## src/rtl/uart_pkg.sv

```systemverilog
// Shared definitions for the UART transmit-side blocks.
//   - Buffer geometry (8-bit entries, 32 deep, 5-bit address).
//   - Default bit period for 115200 baud from a 100 MHz clock.
//   - Controller state encoding and the start-length clamp helper.
package uart_pkg;

    localparam int UART_DATA_W          = 8;
    localparam int BUF_DEPTH            = 32;
    localparam int BUF_AW               = 5;
    localparam int DEFAULT_CLKS_PER_BIT = 868;

    typedef enum logic [2:0] {
        IDLE,
        FETCH,
        LOAD,
        SEND,
        DONE
    } tx_state_e;

    // Requests longer than the buffer are trimmed to a full buffer.
    function automatic logic [5:0] clamp_len(input logic [5:0] l);
        return (l > 6'd32) ? 6'd32 : l;
    endfunction

endpackage

```

## src/rtl/uart_tx_serializer.sv

```systemverilog
// 8N1 UART frame serializer.
// Ports:
//   clk, rst          clock and synchronous active-high reset
//   tx_start          one-cycle request to send tx_data (taken only when idle)
//   tx_data[7:0]      byte to send, latched with tx_start
//   tx                serial line, idles high
//   frame_done        pulses on the last cycle of the stop bit
module uart_tx_serializer
    import uart_pkg::*;
#(
    parameter int CLKS_PER_BIT = DEFAULT_CLKS_PER_BIT
) (
    input  logic                   clk,
    input  logic                   rst,
    input  logic                   tx_start,
    input  logic [UART_DATA_W-1:0] tx_data,
    output logic                   tx,
    output logic                   frame_done
);

    localparam int BW = $clog2(CLKS_PER_BIT);

    logic                   active_q, active_d;
    logic [3:0]             bit_cnt_q, bit_cnt_d;   // 0 = start, 1..8 = data, 9 = stop
    logic [BW-1:0]          baud_q, baud_d;
    logic [UART_DATA_W-1:0] shift_q, shift_d;
    logic                   tx_q, tx_d;
    logic                   bit_end;

    assign bit_end    = (baud_q == BW'(CLKS_PER_BIT - 1));
    assign frame_done = active_q && (bit_cnt_q == 4'd9) && bit_end;
    assign tx         = tx_q;

    always_comb begin
        active_d  = active_q;
        bit_cnt_d = bit_cnt_q;
        baud_d    = baud_q;
        shift_d   = shift_q;
        tx_d      = tx_q;
        if (!active_q) begin
            if (tx_start) begin
                active_d  = 1'b1;
                bit_cnt_d = 4'd0;
                baud_d    = '0;
                shift_d   = tx_data;
                tx_d      = 1'b0;
            end
        end else if (bit_end) begin
            baud_d = '0;
            if (bit_cnt_q == 4'd9) begin
                active_d = 1'b0;
                tx_d     = 1'b1;
            end else begin
                bit_cnt_d = bit_cnt_q + 4'd1;
                if (bit_cnt_q == 4'd8) begin
                    tx_d = 1'b1;
                end else begin
                    // tx is registered, so the next bit is taken from the
                    // shifter one cycle ahead of the bit boundary.
                    tx_d    = shift_q[0];
                    shift_d = shift_q >> 1;
                end
            end
        end else begin
            baud_d = baud_q + BW'(1);
        end
    end

    always_ff @(posedge clk) begin
        if (rst) begin
            active_q  <= 1'b0;
            bit_cnt_q <= 4'd0;
            baud_q    <= '0;
            tx_q      <= 1'b1;
        end else begin
            active_q  <= active_d;
            bit_cnt_q <= bit_cnt_d;
            baud_q    <= baud_d;
            tx_q      <= tx_d;
        end
    end

    always_ff @(posedge clk) begin
        shift_q <= shift_d;
    end

endmodule

```

## src/rtl/uart_tx_streamer.sv

```systemverilog
// Buffered UART transmit streamer.
// A host fills a 32 x 8 buffer by address; a start command sends the first
// len bytes (clamped to 32) as back-to-back 8N1 frames.
// Ports:
//   clk, rst                     clock and synchronous active-high reset
//   wr_en, wr_addr, wr_data      buffer write port, usable in any state
//   start, len                   stream request, sampled only in IDLE
//   tx                           UART serial line
//   busy                         stream in progress
//   done                         one-cycle pulse when the stream completes
//   rd_addr                      address of the byte being fetched/sent
module uart_tx_streamer
    import uart_pkg::*;
#(
    parameter int CLKS_PER_BIT = DEFAULT_CLKS_PER_BIT,
    parameter int DEPTH        = BUF_DEPTH
) (
    input  logic                   clk,
    input  logic                   rst,
    input  logic                   wr_en,
    input  logic [BUF_AW-1:0]      wr_addr,
    input  logic [UART_DATA_W-1:0] wr_data,
    input  logic                   start,
    input  logic [5:0]             len,
    output logic                   tx,
    output logic                   busy,
    output logic                   done,
    output logic [BUF_AW-1:0]      rd_addr
);

    logic [UART_DATA_W-1:0] mem_q [DEPTH];
    logic [UART_DATA_W-1:0] rdata_q;

    tx_state_e         state_q;
    logic [5:0]        count_q;
    logic [BUF_AW-1:0] rd_addr_q;
    logic              busy_q;
    logic              done_q;
    logic              tx_start_q;
    logic              frame_done;

    assign busy    = busy_q;
    assign done    = done_q;
    assign rd_addr = rd_addr_q;

    // Buffer: never reset. The read is registered and only performed in
    // FETCH, so a same-cycle write to that address yields the old byte and
    // later rewrites cannot disturb the byte already handed to the serializer.
    always_ff @(posedge clk) begin
        if (wr_en) begin
            mem_q[wr_addr] <= wr_data;
        end
        if (state_q == FETCH) begin
            rdata_q <= mem_q[rd_addr_q];
        end
    end

    // Controller: tx_start_q is raised on leaving FETCH so that it is high
    // during LOAD, exactly when rdata_q holds the fetched byte.
    always_ff @(posedge clk) begin
        if (rst) begin
            state_q    <= IDLE;
            count_q    <= 6'd0;
            rd_addr_q  <= '0;
            busy_q     <= 1'b0;
            done_q     <= 1'b0;
            tx_start_q <= 1'b0;
        end else begin
            done_q     <= 1'b0;
            tx_start_q <= 1'b0;
            case (state_q)
                IDLE: begin
                    if (start && (len != 6'd0)) begin
                        count_q   <= clamp_len(len);
                        rd_addr_q <= '0;
                        busy_q    <= 1'b1;
                        state_q   <= FETCH;
                    end
                end
                FETCH: begin
                    tx_start_q <= 1'b1;
                    state_q    <= LOAD;
                end
                LOAD: begin
                    state_q <= SEND;
                end
                SEND: begin
                    if (frame_done) begin
                        count_q   <= count_q - 6'd1;
                        rd_addr_q <= rd_addr_q + 5'd1;
                        if (count_q == 6'd1) begin
                            busy_q  <= 1'b0;
                            done_q  <= 1'b1;
                            state_q <= DONE;
                        end else begin
                            state_q <= FETCH;
                        end
                    end
                end
                DONE: begin
                    state_q <= IDLE;
                end
                default: begin
                    state_q <= IDLE;
                end
            endcase
        end
    end

    uart_tx_serializer #(
        .CLKS_PER_BIT(CLKS_PER_BIT)
    ) u_ser (
        .clk       (clk),
        .rst       (rst),
        .tx_start  (tx_start_q),
        .tx_data   (rdata_q),
        .tx        (tx),
        .frame_done(frame_done)
    );

endmodule

```

## config.mk

```make
export PLATFORM = sky130hd
export DESIGN_NAME = uart_tx_streamer
export DESIGN_NICKNAME = d
export VERILOG_FILES = /design/src/rtl/uart_pkg.sv /design/src/rtl/uart_tx_serializer.sv /design/src/rtl/uart_tx_streamer.sv
export SDC_FILE = /design/constraint.sdc
export NUM_CORES = 1
export LEC_CHECK = 0
export BUFFER_PORTS_ARGS = -buffer_cell sky130_fd_sc_hd__buf_4
export CAP_MARGIN = 15
export CELL_PAD_IN_SITES_DETAIL_PLACEMENT = 1
export CELL_PAD_IN_SITES_GLOBAL_PLACEMENT = 2
export CORE_MARGIN = 1
export CORE_UTILIZATION = 43
export DETAILED_ROUTE_END_ITERATION = 16
export PLACE_DENSITY = 0.77
export SYNTH_ARGS = -nofsm -noshare
export SYNTH_HDL_FRONTEND = slang
export SYNTH_SLANG_ARGS = --single-unit
```

## constraint.sdc

```tcl
create_clock -name clk -period 2.3 [get_ports clk]
set_input_delay 0.115 -clock clk [delete_from_list [all_inputs] [get_ports clk]]
set_output_delay 0.115 -clock clk [all_outputs]
set_load 0.02 [all_outputs]
```

# [Word-level counts from Yosys, hierarchy flattened]
# Memories as Yosys holds them, arrays and structs flattened. A register that Yosys moved wholly into a read port is not among the register bits.
# Index checks and enable logic that the tools add are counted.
[word_totals] ff_bits=41 ramBits=256 in_bits=23 output_inout_bits=8 elab_cells=86 memories=1
[classes] addsub=4 n_lt_le_gt_ge=1 eq_ne=13 mux=40 n_bitwise=2 n_reduce_logical=14
[memory_table] memory="mem_q" depth=32 width=8 read_ports=1 rd_ports_with_merged_regs=1 write_ports=1 line="uart_tx_streamer.sv:31" text="logic [UART_DATA_W-1:0] mem_q [DEPTH];"
[ops] operator="2-to-1 mux 8 bit" count=5
[ops] operator="2-to-1 mux 10 bit" count=3
[ops] operator="2-to-1 mux 6 bit" count=3
[ops] operator="2-to-1 mux 1 bit" count=16
[ops] operator="2-to-1 mux 4 bit" count=4
[ops] operator="!= test 2 bit (second input constant)" count=6
[ops] operator="one-hot mux 3 bit (4 select lines)" count=1
[ops] operator="one-hot mux 6 bit (2 select lines)" count=1
[ops] operator="adder 10 x 1 -> 10 bit (second input constant)" count=1
[ops] operator="== test 10 bit (second input constant)" count=1
[ops] operator="2-to-1 mux 5 bit" count=2
[ops] operator="one-hot mux 5 bit (2 select lines)" count=1
[ops] operator="2-to-1 mux 3 bit" count=3
[ops] operator="== test 4 bit (second input constant)" count=2
[ops] operator="AND reduction 4 bit" count=2
[ops] operator="== test 3 x 2 -> 1 bit (second input constant)" count=2
[ops] operator="== test 6 x 1 -> 1 bit (second input constant)" count=1
[ops] operator="greater-than comparator 6 bit (second input constant)" count=1
[ops] operator="AND reduction 3 bit" count=2
[ops] operator="nonzero test 6 bit" count=1
[ops] operator="subtractor 6 x 1 -> 6 bit (second input constant)" count=1
[ops] operator="adder 5 x 1 -> 5 bit (second input constant)" count=1
[ops] operator="adder 4 x 1 -> 4 bit (second input constant)" count=1
[ops] operator="AND reduction 2 bit" count=2
[ops] operator="7 further kinds" count=11

# [Logic depth before layout (Yosys ltp)]
[depth] ltp_word=5 ltp_mapped=7 mapped_depth_nobuf=6

# [By module]
# From an unflattened synthesis, not the netlist that was laid out.
[hier_totals] hier_cells=686 hier_area_um2=12338.1
[by_module_without_submodules] mod="uart_tx_streamer" instances=1 cells_each=563 area_each_um2=11106.9 seq_area_each_um2=8267.9
[by_module_without_submodules] mod="uart_tx_serializer" instances=1 cells_each=123 area_each_um2=1231.2 seq_area_each_um2=560.5

# [Least setup slack after synthesis]
# No wires, ideal clock.
[synth_timing] kind="reg-to-reg" startpoint="register u_ser.baud_q[0]" endpoint="register u_ser.shift_q[0], enable pin" setup_ns=0.387 arrival_ns=1.930 t_required_ns=1.913 slack_ns=-0.016 stages_incl_launch_ff=6 n_path_buf=1 period_less_slack_ns=2.316 cell_sequence="dfxtp_1 ha_1 nor2b_1 clkdlybuf4s25_2 nand3_1 o31ai_1"
[synth_between] elab_chain_cells=3
[synth_rtl] item="start, declared" line="uart_tx_serializer.sv:25" text="logic [BW-1:0] baud_q, baud_d;"
[synth_rtl] item="start signal, assigned" line="uart_tx_serializer.sv:78" text="baud_q <= baud_d;"
[synth_rtl] item="== test 10 bit" line="uart_tx_serializer.sv:30" text="assign bit_end = (baud_q == BW'(CLKS_PER_BIT - 1));"
[synth_rtl] item="!= test 2 bit (no source line)"
[synth_rtl] item="AND reduction 4 bit (no source line)"
[synth_rtl] item="end signal, assigned" line="uart_tx_serializer.sv:84" text="shift_q <= shift_d;"
[synth_rtl] item="end, declared" line="uart_tx_serializer.sv:26" text="logic [UART_DATA_W-1:0] shift_q, shift_d;"
# No other way between the ends.
# A chain may end at the register's enable or synchronous reset.

==> results.txt <==
Startpoint Class: flop
Clk slew on worst S/H paths: 60 ps
DP Worst Slack: 108 ps
CTS tree: yes
Final Hold Vio Count: 0
Die width: 171 um
Final setup TNS: 0 ps
Final HPWL DP: 19000 um
Setup violators final: 0
Root Buffer: clkbuf_16
Power per cell area: 816 mW/mm^2
Worst Path Max Fanout: 11
Clk_skew: 16.9 ps
Port buffer count: 30
Fin worst setup slack: 29.0 ps
Die Height: 171 um
TritonCTS Buffers: 34
Final core utilization: 51.1%
Delay-heaviest family, CP: simple AND/OR/NAND/NOR gates
Fillers: 2573
Syn Area/Cell: 18.1 um^2
Core ar.: 0.0279 mm^2
Longest Clk Path Bufs: 3
Yosys warning count: 0
Required time worst endpoint: 2550 ps
Post-layout instance area: 0.0142 mm^2
Max_cap viols: 0
Slew at the pin with the worst max-slew slack: 855 ps
Seq/Total Area, Yosys: 72.1%
Area of the multi-input gates: 0.00317 mm^2
Mapped Nets: 706
Final net count: 786
Synth Register Bits: 305
Critical-path cell list: nor2b_1 -> nand2_1 -> o22ai_1 -> nor4_1
P_leak: 4.54 nW
CP Capture Type: flop
Hold Slack: 23.4 ps
Initial antenna violation count: 0
Fmax: 440 MHz
First-pass GRT wire length: 44400 um
Largest net degree at the start of global routing: 33
Vias/cell: 5.76
DRC violations left: 0
# diodes: 0
Yosys cell types: 68
Headroom to the max-slew limit: 42.5%
Ys flop type: edfxtp_1
Die ar.: 0.0291 mm^2
Critical path class: reg -> reg
CP max stage delay: 580 ps
Area after DPL: 0.0132 mm^2
Clk sink count: 305
Post-CTS resize count: 0
Vias: 6671
Post-Synthesis Cells: 676
Final ANT Viol Nets: 0
Layout cells sized above 1: 27.9%
IO Count: 31
Clk Latency, worst-skew pair: 530 ps
Seq. cell area: 0.00883 mm^2
Hold Crit Class: in -> reg
Data arrival time of the critical path: 2520 ps
Crit path buf inv count: 0
Setup Buffers After CTS: 0
Fin. max-slew vios: 0
Overall Global Routing Usage: 21.0%
Starting density of the core: 43.9%
Vias in the first global route: 7127
Routability congestion estimate: 0.765
Peak supply drop: 633 uV
First drt pass iteration count: 5
EDFF count, synth: 272
Worst path slowest cell: dfxtp_1
CTS H-Tree Depth: 2
Post-synth ARST share: 0%
Rows: 61
Drt wl/cell: 25.2 um
Outcome: finished, final reports clean
WL final: 29200 um
Tcrit/Tclk final: 98.7%
Synth-to-layout area growth: 16.3%
Total grt overflow: 0
Initial DRC count: 573
Crit path time final: 2270 ps
RSZ-0062 raised after global routing: no
Syn Std Cell Area: 0.0122 mm^2
## logic make-up (layout without fill, tap and decap cells)
group	after synthesis	after routing	share of synthesized area, %
AO/OA/AOI/OAI	93	93	5.51
XOR/XNOR	4	4	0.286
adder cells (fa/ha/maj)	7	7	0.715
buffers and inverters	45	149	2.00
flip-flops	305	305	72.1
multiplexers	76	76	12.8
AND/OR/NAND/NOR	146	146	6.53
## state kept, by name (all words and copies together), names as in the netlist, 3 cells and up
register	count
state_q	3
rd_addr	5
u_ser.shift_q	8
u_ser.bit_cnt_q	4
rdata_q	8
count_q	6
u_ser.baud_q	10
mem_q	256
## layer usage
layer / vias up / global-route usage (%) / share of wire (%)
met1: 3508 / 27.1 / 42
met3: 43 / 3.31 / 4.1
met2: 175 / 35.9 / 51
met5: - / 0 / 0
met4: 0 / 7.64 / 2.2
li1: 2945 / - / -
## synthesized netlist by cell type, drive strengths merged, types with 4 or more instances
cell    count  area (um^2)
a21oi      10         61.3
a31oi       6         37.5
nand3b      9         67.6
a22o        6         55.1
nor4       14         87.6
clkbuf     20         96.3
nand2b      4         25.0
or3         4         25.0
o21ai       6         30.0
nand2      15         56.3
inv         8         30.0
o22ai      32          200
dfxtp      33          661
nand3      17         85.1
and3        4         26.3
mux2        7         78.8
o32ai       4         42.6
buf        16          109
mux2i       5         50.1
ha          7         87.6
edfxtp    272         8170
mux4       64         1440
nor2       46          173
nor3        4         20.0
## worst paths after layout
| kind | from | endpoint | slack [ps] | cells past startpoint |
|---|---|---|---|---|
| hold / removal | wr_data[6] | mem_q[10][6] | 20 | 1 |
| setup / recovery | rd_addr[3] | rdata_q[3] | 30 | 4 |
| hold reg to reg | count_q[1] | count_q[1] | 500 | 2 |
| setup reg to reg | rd_addr[3] | rdata_q[3] | 30 | 4 |
## worst register-to-register path, cell delays in order, from the launching register on
cell and delay, ps:
dfxtp_1 580, nor2b_1 410, nand2_1 320, o22ai_1 570, nor4_1 130
## cell type report
type / instances / share of cell area (%)
flip-flops and latches: 305 / 62.1
multi-input cells: 326 / 22.3
clock buffers: 41 / 6.31
repair buffers: 81 / 4.82
well taps: 378 / 3.32
clock inverters: 19 / 0.993
inverters: 8 / 0.211
## stage by stage
step                power [mW]  cells
global placement          6.63   1097
detailed placement        6.67   1097
CTS                       11.7   1158
floorplan                 6.46    676
global route              11.9   1158
finish                    11.6   1158
## repair_timing
item | in CTS | in global routing
hold buffers | 1 | 0
endpoints found under the hold margin | 3 | 0
endpoints found under the setup margin | 0 | 0
## cells in the final DEF (no fill, tap or decap), types with 4 or more instances in the layout
cell and count:
a31oi_1 6, a22o_1 4, nand3_1 17, ha_1 7
or3_1 4, mux2i_1 5, a21oi_1 9, mux2_2 7
o21ai_0 5, nor2_1 46, edfxtp_1 272, clkbuf_1 6
buf_12 6, nand2b_1 4, clkinv_2 6, dfxtp_1 31
nand2_1 15, clkinv_1 7, nand3b_1 9, clkbuf_16 35
mux4_2 64, inv_1 8, nor3_1 4, o22ai_1 32
buf_4 74, nor4_1 14
## where the power goes
part           internal, mW  total [mW]  leakage [nW]  switching [mW]
combinational         0.129       0.381          1.31           0.252
sequential             6.12        6.17          2.72          0.0444
clock                  2.91        5.06         0.501            2.15
(Power assumes the default switching activity.)
